==> src/rtl/fetch_pc_if.sv <==
// Fetch-stage bus: control and target inputs, the imem port and the IF/ID latch outputs.
// The bench or upstream logic uses the master side; fetch_pc_unit uses the slave side.
interface fetch_pc_if #(
  parameter int unsigned WIDTH = 32
);
  logic             stall;
  logic             redirect;
  logic [WIDTH-1:0] redirect_target;
  logic             jump;
  logic [WIDTH-1:0] jump_target;
  logic [WIDTH-1:0] imem_rdata;
  logic [WIDTH-1:0] pc_out;
  logic [WIDTH-1:0] ifid_pc;
  logic [WIDTH-1:0] ifid_pc4;
  logic [WIDTH-1:0] ifid_ins;
  logic             ifid_valid;
  logic             misalign;
  logic [WIDTH-1:0] fetch_count;

  modport master (
    output stall, redirect, redirect_target, jump, jump_target, imem_rdata,
    input  pc_out, ifid_pc, ifid_pc4, ifid_ins, ifid_valid, misalign, fetch_count
  );

  modport slave (
    input  stall, redirect, redirect_target, jump, jump_target, imem_rdata,
    output pc_out, ifid_pc, ifid_pc4, ifid_ins, ifid_valid, misalign, fetch_count
  );
endinterface

==> src/rtl/fetch_pc_unit.sv <==
// Instruction-fetch front end: program counter, next-PC selection, and the IF/ID latch
// with stall, flush and post-reset boot bubble.
module fetch_pc_unit #(
  parameter int unsigned      WIDTH    = 32,
  parameter logic [WIDTH-1:0] RESET_PC = 32'h0000_0080
) (
  input logic        clk,
  input logic        reset,
  fetch_pc_if.slave  fif
);

  typedef enum logic [1:0] {StBoot, StRun, StBubble} state_e;

  state_e state_q, state_d;

  logic [WIDTH-1:0] pc_q, pc_d;
  logic [WIDTH-1:0] ifid_pc_q, ifid_pc_d;
  logic [WIDTH-1:0] ifid_pc4_q, ifid_pc4_d;
  logic [WIDTH-1:0] ifid_ins_q, ifid_ins_d;
  logic             ifid_valid_q, ifid_valid_d;
  logic             misalign_q, misalign_d;
  logic [WIDTH-1:0] fetch_count_q, fetch_count_d;

  logic             active;
  logic             take_redirect;
  logic             hold;
  logic             take_jump;
  logic             advance;
  logic [WIDTH-1:0] pc_plus4;

  // Priority: redirect > stall > jump > sequential; everything is ignored in boot.
  assign active        = (state_q != StBoot);
  assign take_redirect = active && fif.redirect;
  assign hold          = active && !fif.redirect && fif.stall;
  assign take_jump     = active && !fif.redirect && !fif.stall && fif.jump;
  assign advance       = active && !fif.redirect && !fif.stall && !fif.jump;
  assign pc_plus4      = pc_q + WIDTH'(4);

  always_ff @(posedge clk or posedge reset) begin
    if (reset) begin
      state_q <= StBoot;
    end else begin
      state_q <= state_d;
    end
  end

  always_comb begin
    state_d = StRun;
    if (!active) begin
      state_d = StRun;
    end else if (take_redirect || take_jump) begin
      state_d = StBubble;
    end else if (hold) begin
      state_d = state_q;
    end
  end

  always_comb begin
    pc_d          = pc_q;
    ifid_pc_d     = ifid_pc_q;
    ifid_pc4_d    = ifid_pc4_q;
    ifid_ins_d    = ifid_ins_q;
    ifid_valid_d  = ifid_valid_q;
    fetch_count_d = fetch_count_q;
    misalign_d    = 1'b0;
    if (!active || take_redirect || take_jump) begin
      ifid_pc_d    = '0;
      ifid_pc4_d   = '0;
      ifid_ins_d   = '0;
      ifid_valid_d = 1'b0;
    end
    if (take_redirect) begin
      pc_d       = {fif.redirect_target[WIDTH-1:2], 2'b00};
      misalign_d = |fif.redirect_target[1:0];
    end else if (take_jump) begin
      pc_d       = {fif.jump_target[WIDTH-1:2], 2'b00};
      misalign_d = |fif.jump_target[1:0];
    end else if (advance) begin
      pc_d          = pc_plus4;
      ifid_pc_d     = pc_q;
      ifid_pc4_d    = pc_plus4;
      ifid_ins_d    = fif.imem_rdata;
      ifid_valid_d  = 1'b1;
      fetch_count_d = fetch_count_q + WIDTH'(1);
    end
  end

  always_ff @(posedge clk or posedge reset) begin
    if (reset) begin
      pc_q          <= RESET_PC;
      ifid_pc_q     <= '0;
      ifid_pc4_q    <= '0;
      ifid_ins_q    <= '0;
      ifid_valid_q  <= 1'b0;
      misalign_q    <= 1'b0;
      fetch_count_q <= '0;
    end else begin
      pc_q          <= pc_d;
      ifid_pc_q     <= ifid_pc_d;
      ifid_pc4_q    <= ifid_pc4_d;
      ifid_ins_q    <= ifid_ins_d;
      ifid_valid_q  <= ifid_valid_d;
      misalign_q    <= misalign_d;
      fetch_count_q <= fetch_count_d;
    end
  end

  assign fif.pc_out      = pc_q;
  assign fif.ifid_pc     = ifid_pc_q;
  assign fif.ifid_pc4    = ifid_pc4_q;
  assign fif.ifid_ins    = ifid_ins_q;
  assign fif.ifid_valid  = ifid_valid_q;
  assign fif.misalign    = misalign_q;
  assign fif.fetch_count = fetch_count_q;

endmodule

==> src/flat_wrapper.sv <==
// flat-port wrapper written by rule: the top's interface ports become plain ports
module fetch_pc_unit_flat 
#(
  parameter int unsigned      WIDTH    = 32,
  parameter logic [WIDTH-1:0] RESET_PC = 32'h0000_0080
)
  (clk, reset, fif_stall, fif_redirect, fif_redirect_target, fif_jump, fif_jump_target, fif_imem_rdata, fif_pc_out, fif_ifid_pc, fif_ifid_pc4, fif_ifid_ins, fif_ifid_valid, fif_misalign, fif_fetch_count);
  fetch_pc_if #(.WIDTH(WIDTH)) fif_i ();
  input logic clk;
  input logic reset;
  input wire logic [$bits(fif_i.stall)-1:0] fif_stall;
  input wire logic [$bits(fif_i.redirect)-1:0] fif_redirect;
  input wire logic [$bits(fif_i.redirect_target)-1:0] fif_redirect_target;
  input wire logic [$bits(fif_i.jump)-1:0] fif_jump;
  input wire logic [$bits(fif_i.jump_target)-1:0] fif_jump_target;
  input wire logic [$bits(fif_i.imem_rdata)-1:0] fif_imem_rdata;
  output wire logic [$bits(fif_i.pc_out)-1:0] fif_pc_out;
  output wire logic [$bits(fif_i.ifid_pc)-1:0] fif_ifid_pc;
  output wire logic [$bits(fif_i.ifid_pc4)-1:0] fif_ifid_pc4;
  output wire logic [$bits(fif_i.ifid_ins)-1:0] fif_ifid_ins;
  output wire logic [$bits(fif_i.ifid_valid)-1:0] fif_ifid_valid;
  output wire logic [$bits(fif_i.misalign)-1:0] fif_misalign;
  output wire logic [$bits(fif_i.fetch_count)-1:0] fif_fetch_count;
  assign fif_i.stall = fif_stall;
  assign fif_i.redirect = fif_redirect;
  assign fif_i.redirect_target = fif_redirect_target;
  assign fif_i.jump = fif_jump;
  assign fif_i.jump_target = fif_jump_target;
  assign fif_i.imem_rdata = fif_imem_rdata;
  assign fif_pc_out = fif_i.pc_out;
  assign fif_ifid_pc = fif_i.ifid_pc;
  assign fif_ifid_pc4 = fif_i.ifid_pc4;
  assign fif_ifid_ins = fif_i.ifid_ins;
  assign fif_ifid_valid = fif_i.ifid_valid;
  assign fif_misalign = fif_i.misalign;
  assign fif_fetch_count = fif_i.fetch_count;
  fetch_pc_unit #(.WIDTH(WIDTH), .RESET_PC(RESET_PC)) u_core (.clk(clk), .reset(reset), .fif(fif_i));
endmodule
==> config.mk <==
export PLATFORM = sky130hd
export DESIGN_NAME = fetch_pc_unit_flat
export DESIGN_NICKNAME = d
export VERILOG_FILES = /design/src/rtl/fetch_pc_if.sv /design/src/rtl/fetch_pc_unit.sv /design/src/flat_wrapper.sv
export SDC_FILE = /design/constraint.sdc
export NUM_CORES = 1
export LEC_CHECK = 0
export CORE_MARGIN = 2
export CORE_UTILIZATION = 44
export CTS_CLUSTER_SIZE = 40
export DETAILED_ROUTE_END_ITERATION = 12
export PLACE_DENSITY = 0.8
export SLEW_MARGIN = 10
export SYNTH_ARGS = -nofsm -noshare
export SYNTH_HDL_FRONTEND = slang
export SYNTH_SLANG_ARGS = --single-unit
==> constraint.sdc <==
create_clock -name clk -period 6.11 [get_ports clk]
set_clock_uncertainty 0.15 [all_clocks]
set_input_delay 0.611 -clock clk [delete_from_list [all_inputs] [get_ports clk]]
set_output_delay 0.611 -clock clk [all_outputs]
set_load 0.02 [all_outputs]
Word-level counts from Yosys, hierarchy flattened. Index checks and enable logic that the tools add are counted.

Bits in registers: 164. Bits of input ports: 101. Output and inout bits: 162. Logic and storage cells: 55.

Add/sub/neg operators: 2. Equal/unequal tests: 1. Muxes and demuxes: 24. Bitwise gates (word level): 2. Reductions and logical operators: 18.

Operators with widths (count): 32-bit 2-to-1 mux (15); 32-bit by 1-bit adder with 32-bit output, second input constant (1); 32-bit by 3-bit adder with 32-bit output, second input constant (1); 1-bit logical AND (6); 1-bit 2-to-1 mux (6); 2-bit 2-to-1 mux (3); 1-bit zero test (4); 2-bit OR reduction (2); 1-bit logical OR (3); 3-bit != test, second input constant (1); 3-bit AND reduction (1); 3-bit nonzero test (1); 1-bit inverter (2); 2-bit nonzero test (1).

Depth between registers and ports, before layout.
Depth after elaboration: 9. Mapped depth: 7. Gate-level depth less buffers: 6.

Worst setup path before layout. OpenSTA, ideal clock, no wires.

Path kind: input to register. From: input fif_redirect. To: register u_core.fetch_count_q[25], in the netlist u_core.fif.fetch_count[25]. Data arrival time: 2.375 ns. Slack: 3.506 ns. Stages on the path: 7. Cell sequence: or2_4 or3_1 buf_2 or4_4 buf_6 nor4_2 xor2_1.

Cells in the longest elaborated chain, start to end: 6. Elaborated cells on any way between the ends: 9.

Ends and longest elaborated chain: start: declaration (line flat_wrapper.sv:12) `input wire logic [$bits(fif_i.redirect)-1:0] fif_redirect;`; 1-bit zero test (line fetch_pc_unit.sv:35, fetch_pc_unit.sv:36); 1-bit logical AND (2 in a row) (line fetch_pc_unit.sv:35, fetch_pc_unit.sv:36); 1-bit logical AND (line fetch_pc_unit.sv:35) `assign take_jump = active && !fif.redirect && !fif.stall && fif.jump;`; 1-bit inverter (no line); 3-bit AND reduction (no line) (*); end signal: assignment (line fetch_pc_unit.sv:104) `fetch_count_q <= fetch_count_d;`; end: declaration (line fetch_pc_unit.sv:22) `logic [WIDTH-1:0] fetch_count_q, fetch_count_d;`.

Every way passes the cells marked *; elsewhere a longest branch is shown, timed or not. A chain may end at the register's enable or synchronous reset.

Worst setup path after layout.
From: register u_core.pc_q[2], in the netlist u_core.fif.pc_out[2]. To: register u_core.pc_q[28], in the netlist u_core.fif.pc_out[28].

Cells in the longest elaborated chain, start to end: 4.

Ends and longest elaborated chain: start: declaration (line fetch_pc_unit.sv:16) `logic [WIDTH-1:0] pc_q, pc_d;`; start signal: assignment (line fetch_pc_unit.sv:98) `pc_q <= pc_d;`; 32-bit by 3-bit adder with 32-bit output (line fetch_pc_unit.sv:37) `assign pc_plus4 = pc_q + WIDTH'(4);`; 32-bit 2-to-1 mux (line fetch_pc_unit.sv:78) `end else if (advance) begin`; 32-bit 2-to-1 mux (line fetch_pc_unit.sv:75) `end else if (take_jump) begin`; 32-bit 2-to-1 mux (line fetch_pc_unit.sv:72) `if (take_redirect) begin`.

No other way between the ends. The select of a mux whose other input is x is not followed.

==> results.yml <==
status:
  status: "finished clean"
setup_path:
  max_stage_delay_ns: 1.00
  worstPathArrival_ns: 3.20
  end_kind: "flip-flop"
  path_class: "flip-flop to flip-flop"
  cp_top_family: "simple AND/OR/NAND/NOR gates"
  worstPathCellList: "ha_1 -> nand2_1 -> nor4_1 -> nand4_1 -> xnor2_1 -> a221o_1"
  crit_path_max_fanout: 9
  worst-path-buf-inv: 0
  required_ns: 6.27
  cp_slowest_cell: "nor4_1"
  start_kind: "flip-flop"
final_layout:
  fin_nets: 954
  utilization_pct: 67.9
  finalInstanceArea_um2: 10400
  most-common-layout-cells: "clkdlybuf4s50_1 (260), dfrtp_1 (161), a22o_1 (80)"
  drive_gt1_share_pct: 6.37
  area_growth_pct: 49.4
  layout_commonest_cell: "clkdlybuf4s50_1"
cts:
  cts_sinks: 162
  clkSlewWorstSetupHoldPaths_ns: 0.07
  cts-hold-fix-buffers: 0
  cts_made_buffers: 17
  cts-htree-levels: 4
  cts_resized: 0
  clk-insertion-delay-late_ns: 0.42
  clockBufferDepth: 2
  cts_tree: "done"
  root_buffer: "clkbuf_16"
  cts_setup_buffers: 0
placement:
  dp_hpwl_um: 15100
  placed_area_um2: 9740
  dp_worst_setup_slack_ns: 2.72
  place.gp.congestion: 0.875
  io_buffers: 260
sta:
  slew_headroom_pct: 21.7
  tns_ns: 0
  timing.final.crit_period_ns: 3.04
  rsz0062_at_grt: "no"
  drv_slew: 0
  hold_viol: 0
  fmax_mhz: 329
  setup_ws_ns: 3.07
  setup_viol: 0
  fin_crit_sh_pct: 49.7
  tightestPinTransition_ns: 1.16
floorplan:
  dieArea_um2: 16800
  die_x_um: 130
  initial_utilization_pct: 45.4
  die_h_um: 130
  rows: 45
  core_area_um2: 15300
  io_pins: 263
global_routing:
  globalRouteTotalUtil_pct: 25.7
  overflow: 0
  antenna_found_initial: 1
  grt_pass1_wl_um: 33100
  grt_max_degree: 112
  grt_pass1_vias: 6072
route:
  wl_per_cell_um: 20.0
  ant_nets: 0
  via_count: 6077
  drc: 0
  drtIter0Drc: 602
  drtPass1Iterations: 6
  routed_wl_um: 21500
  via_per_inst: 5.64
power:
  ir_drop_mv: 0.196
  power_per_cell_area_nw_per_um2: 303
  p_leak_nw: 4.50
logic_synthesis:
  synth_edf_count: 0
  yosysTopAreaCellShare_pct: 57.9
  synth_flop_cell: "dfrtp_1"
  synth_top_cell_by_area: "dfrtp_1"
  syn-instance-count: 605
  ys_types: 51
  synth.cell_area_um2: 6960
  avgSynthCellArea_um2: 11.5
  yosys_warnings: 0
  ys_seq_elements: 162
  async_flop_share_pct: 100
  seq_area_frac_synth_pct: 58.3
  synth.area.top_cells: "dfrtp_1 (58%), a22o_1 (10%), xnor2_1 (3.9%)"
min_path:
  holdCritPathClass: "flip-flop to flip-flop"
job:
  cap_violations: 0
-- cell usage after synthesis (all sizes together), types with 3 or more instances --
cell    number
a22o        80
nand3       17
or2          3
xnor2       31
a222oi      11
clkbuf      35
nand2       57
nor3        15
and2         5
and3         6
o22ai        4
a22oi        7
nand4       16
mux2i        7
a21oi        4
a221o        8
dfrtp      161
nor2        19
buf          6
inv         12
o21ai       37
nor4        11
xor2        21
nand2b       3
-- cells by family (layout without fill, tap and decap cells) --
family	count (synthesis)	count (layout)	share of synthesized area, %
and+or+nand+nor	165	165	12.4
AOI/OAI and AO/OA	162	162	18.2
DFF	162	162	58.3
buffers and inverters	53	311	3.09
xor gates and xnor gates	52	52	6.54
muxes	8	8	1.17
adders and majority gates	2	2	0.360
other	1	5	0.0539
-- worst reg2reg max path, delay by kind of cell (launching register included) --
| kind | cells | cell delay [ns] |
|---|---|---|
| compound gates | 1 | 0.30 |
| xor+xnor | 1 | 0.22 |
| fa+ha+maj | 1 | 0.32 |
| flops | 1 | 0.52 |
| simple gates | 3 | 1.41 |
-- final timing paths --
check                      cells after the start                    start                 endpoint  slack [ns]
setup / recovery                               6     u_core.fif.pc_out[2]    u_core.fif.pc_out[28]        3.07
hold / removal                                 2  u_core.fif.ifid_pc4[21]  u_core.fif.ifid_pc4[21]        0.31
setup reg to reg                               6     u_core.fif.pc_out[2]    u_core.fif.pc_out[28]        3.07
hold reg to reg                                2  u_core.fif.ifid_pc4[21]  u_core.fif.ifid_pc4[21]        0.31
max in group asynchronous                      3                    reset   u_core.fif.ifid_ins[8]        3.91
min in group asynchronous                      2                    reset    u_core.fif.ifid_pc[1]        0.66
-- power breakdown --
| part | switching, mW | internal [mW] | leakage [nW] |
|---|---|---|---|
| registers | 0.149 | 1.17 | 2.15 |
| clock network | 0.431 | 0.718 | 0.312 |
| logic | 0.350 | 0.331 | 2.04 |
| total | 0.931 | 2.22 | 4.50 |
-- routing by layer --
metal	routed length, um	GRT usage [%]
met1	8840	33.6
met2	10500	41.8
met3	1460	5.25
met4	762	11.7
met5	0	0
-- state kept, by name, indices dropped and copies added, names as in the netlist --
| register | count |
|---|---|
| u_core.fif.fetch_count | 32 |
| u_core.fif.pc_out | 30 |
| u_core.state_q | 2 |
| u_core.fif.ifid_valid | 1 |
| u_core.fif.misalign | 1 |
| u_core.fif.ifid_pc4 | 32 |
| u_core.fif.ifid_ins | 32 |
| u_core.fif.ifid_pc | 32 |
-- through the flow --
step	power, mW	hold WS (ns)	std cells
2_1_floorplan	1.64	0.353	606
3_3_place_gp	1.99	0.308	1043
3_5_place_dp	2.01	0.306	1043
4_1_cts	3.17	0.321	1075
5_1_grt	3.27	0.346	1077
6_report	3.15	0.315	1078
-- final cells by class --
class / count / area (um2)
diodes: 3 / 7.51
inverters: 12 / 50.0
flip-flops and latches: 162 / 4060
fillers: 1128 / 4920
clock buffers: 20 / 467
well taps: 211 / 264
repair buffers: 267 / 2660
multi-input cells: 391 / 2720
clock inverters: 12 / 180
No activity file was read; power rests on OpenSTA's default activity.
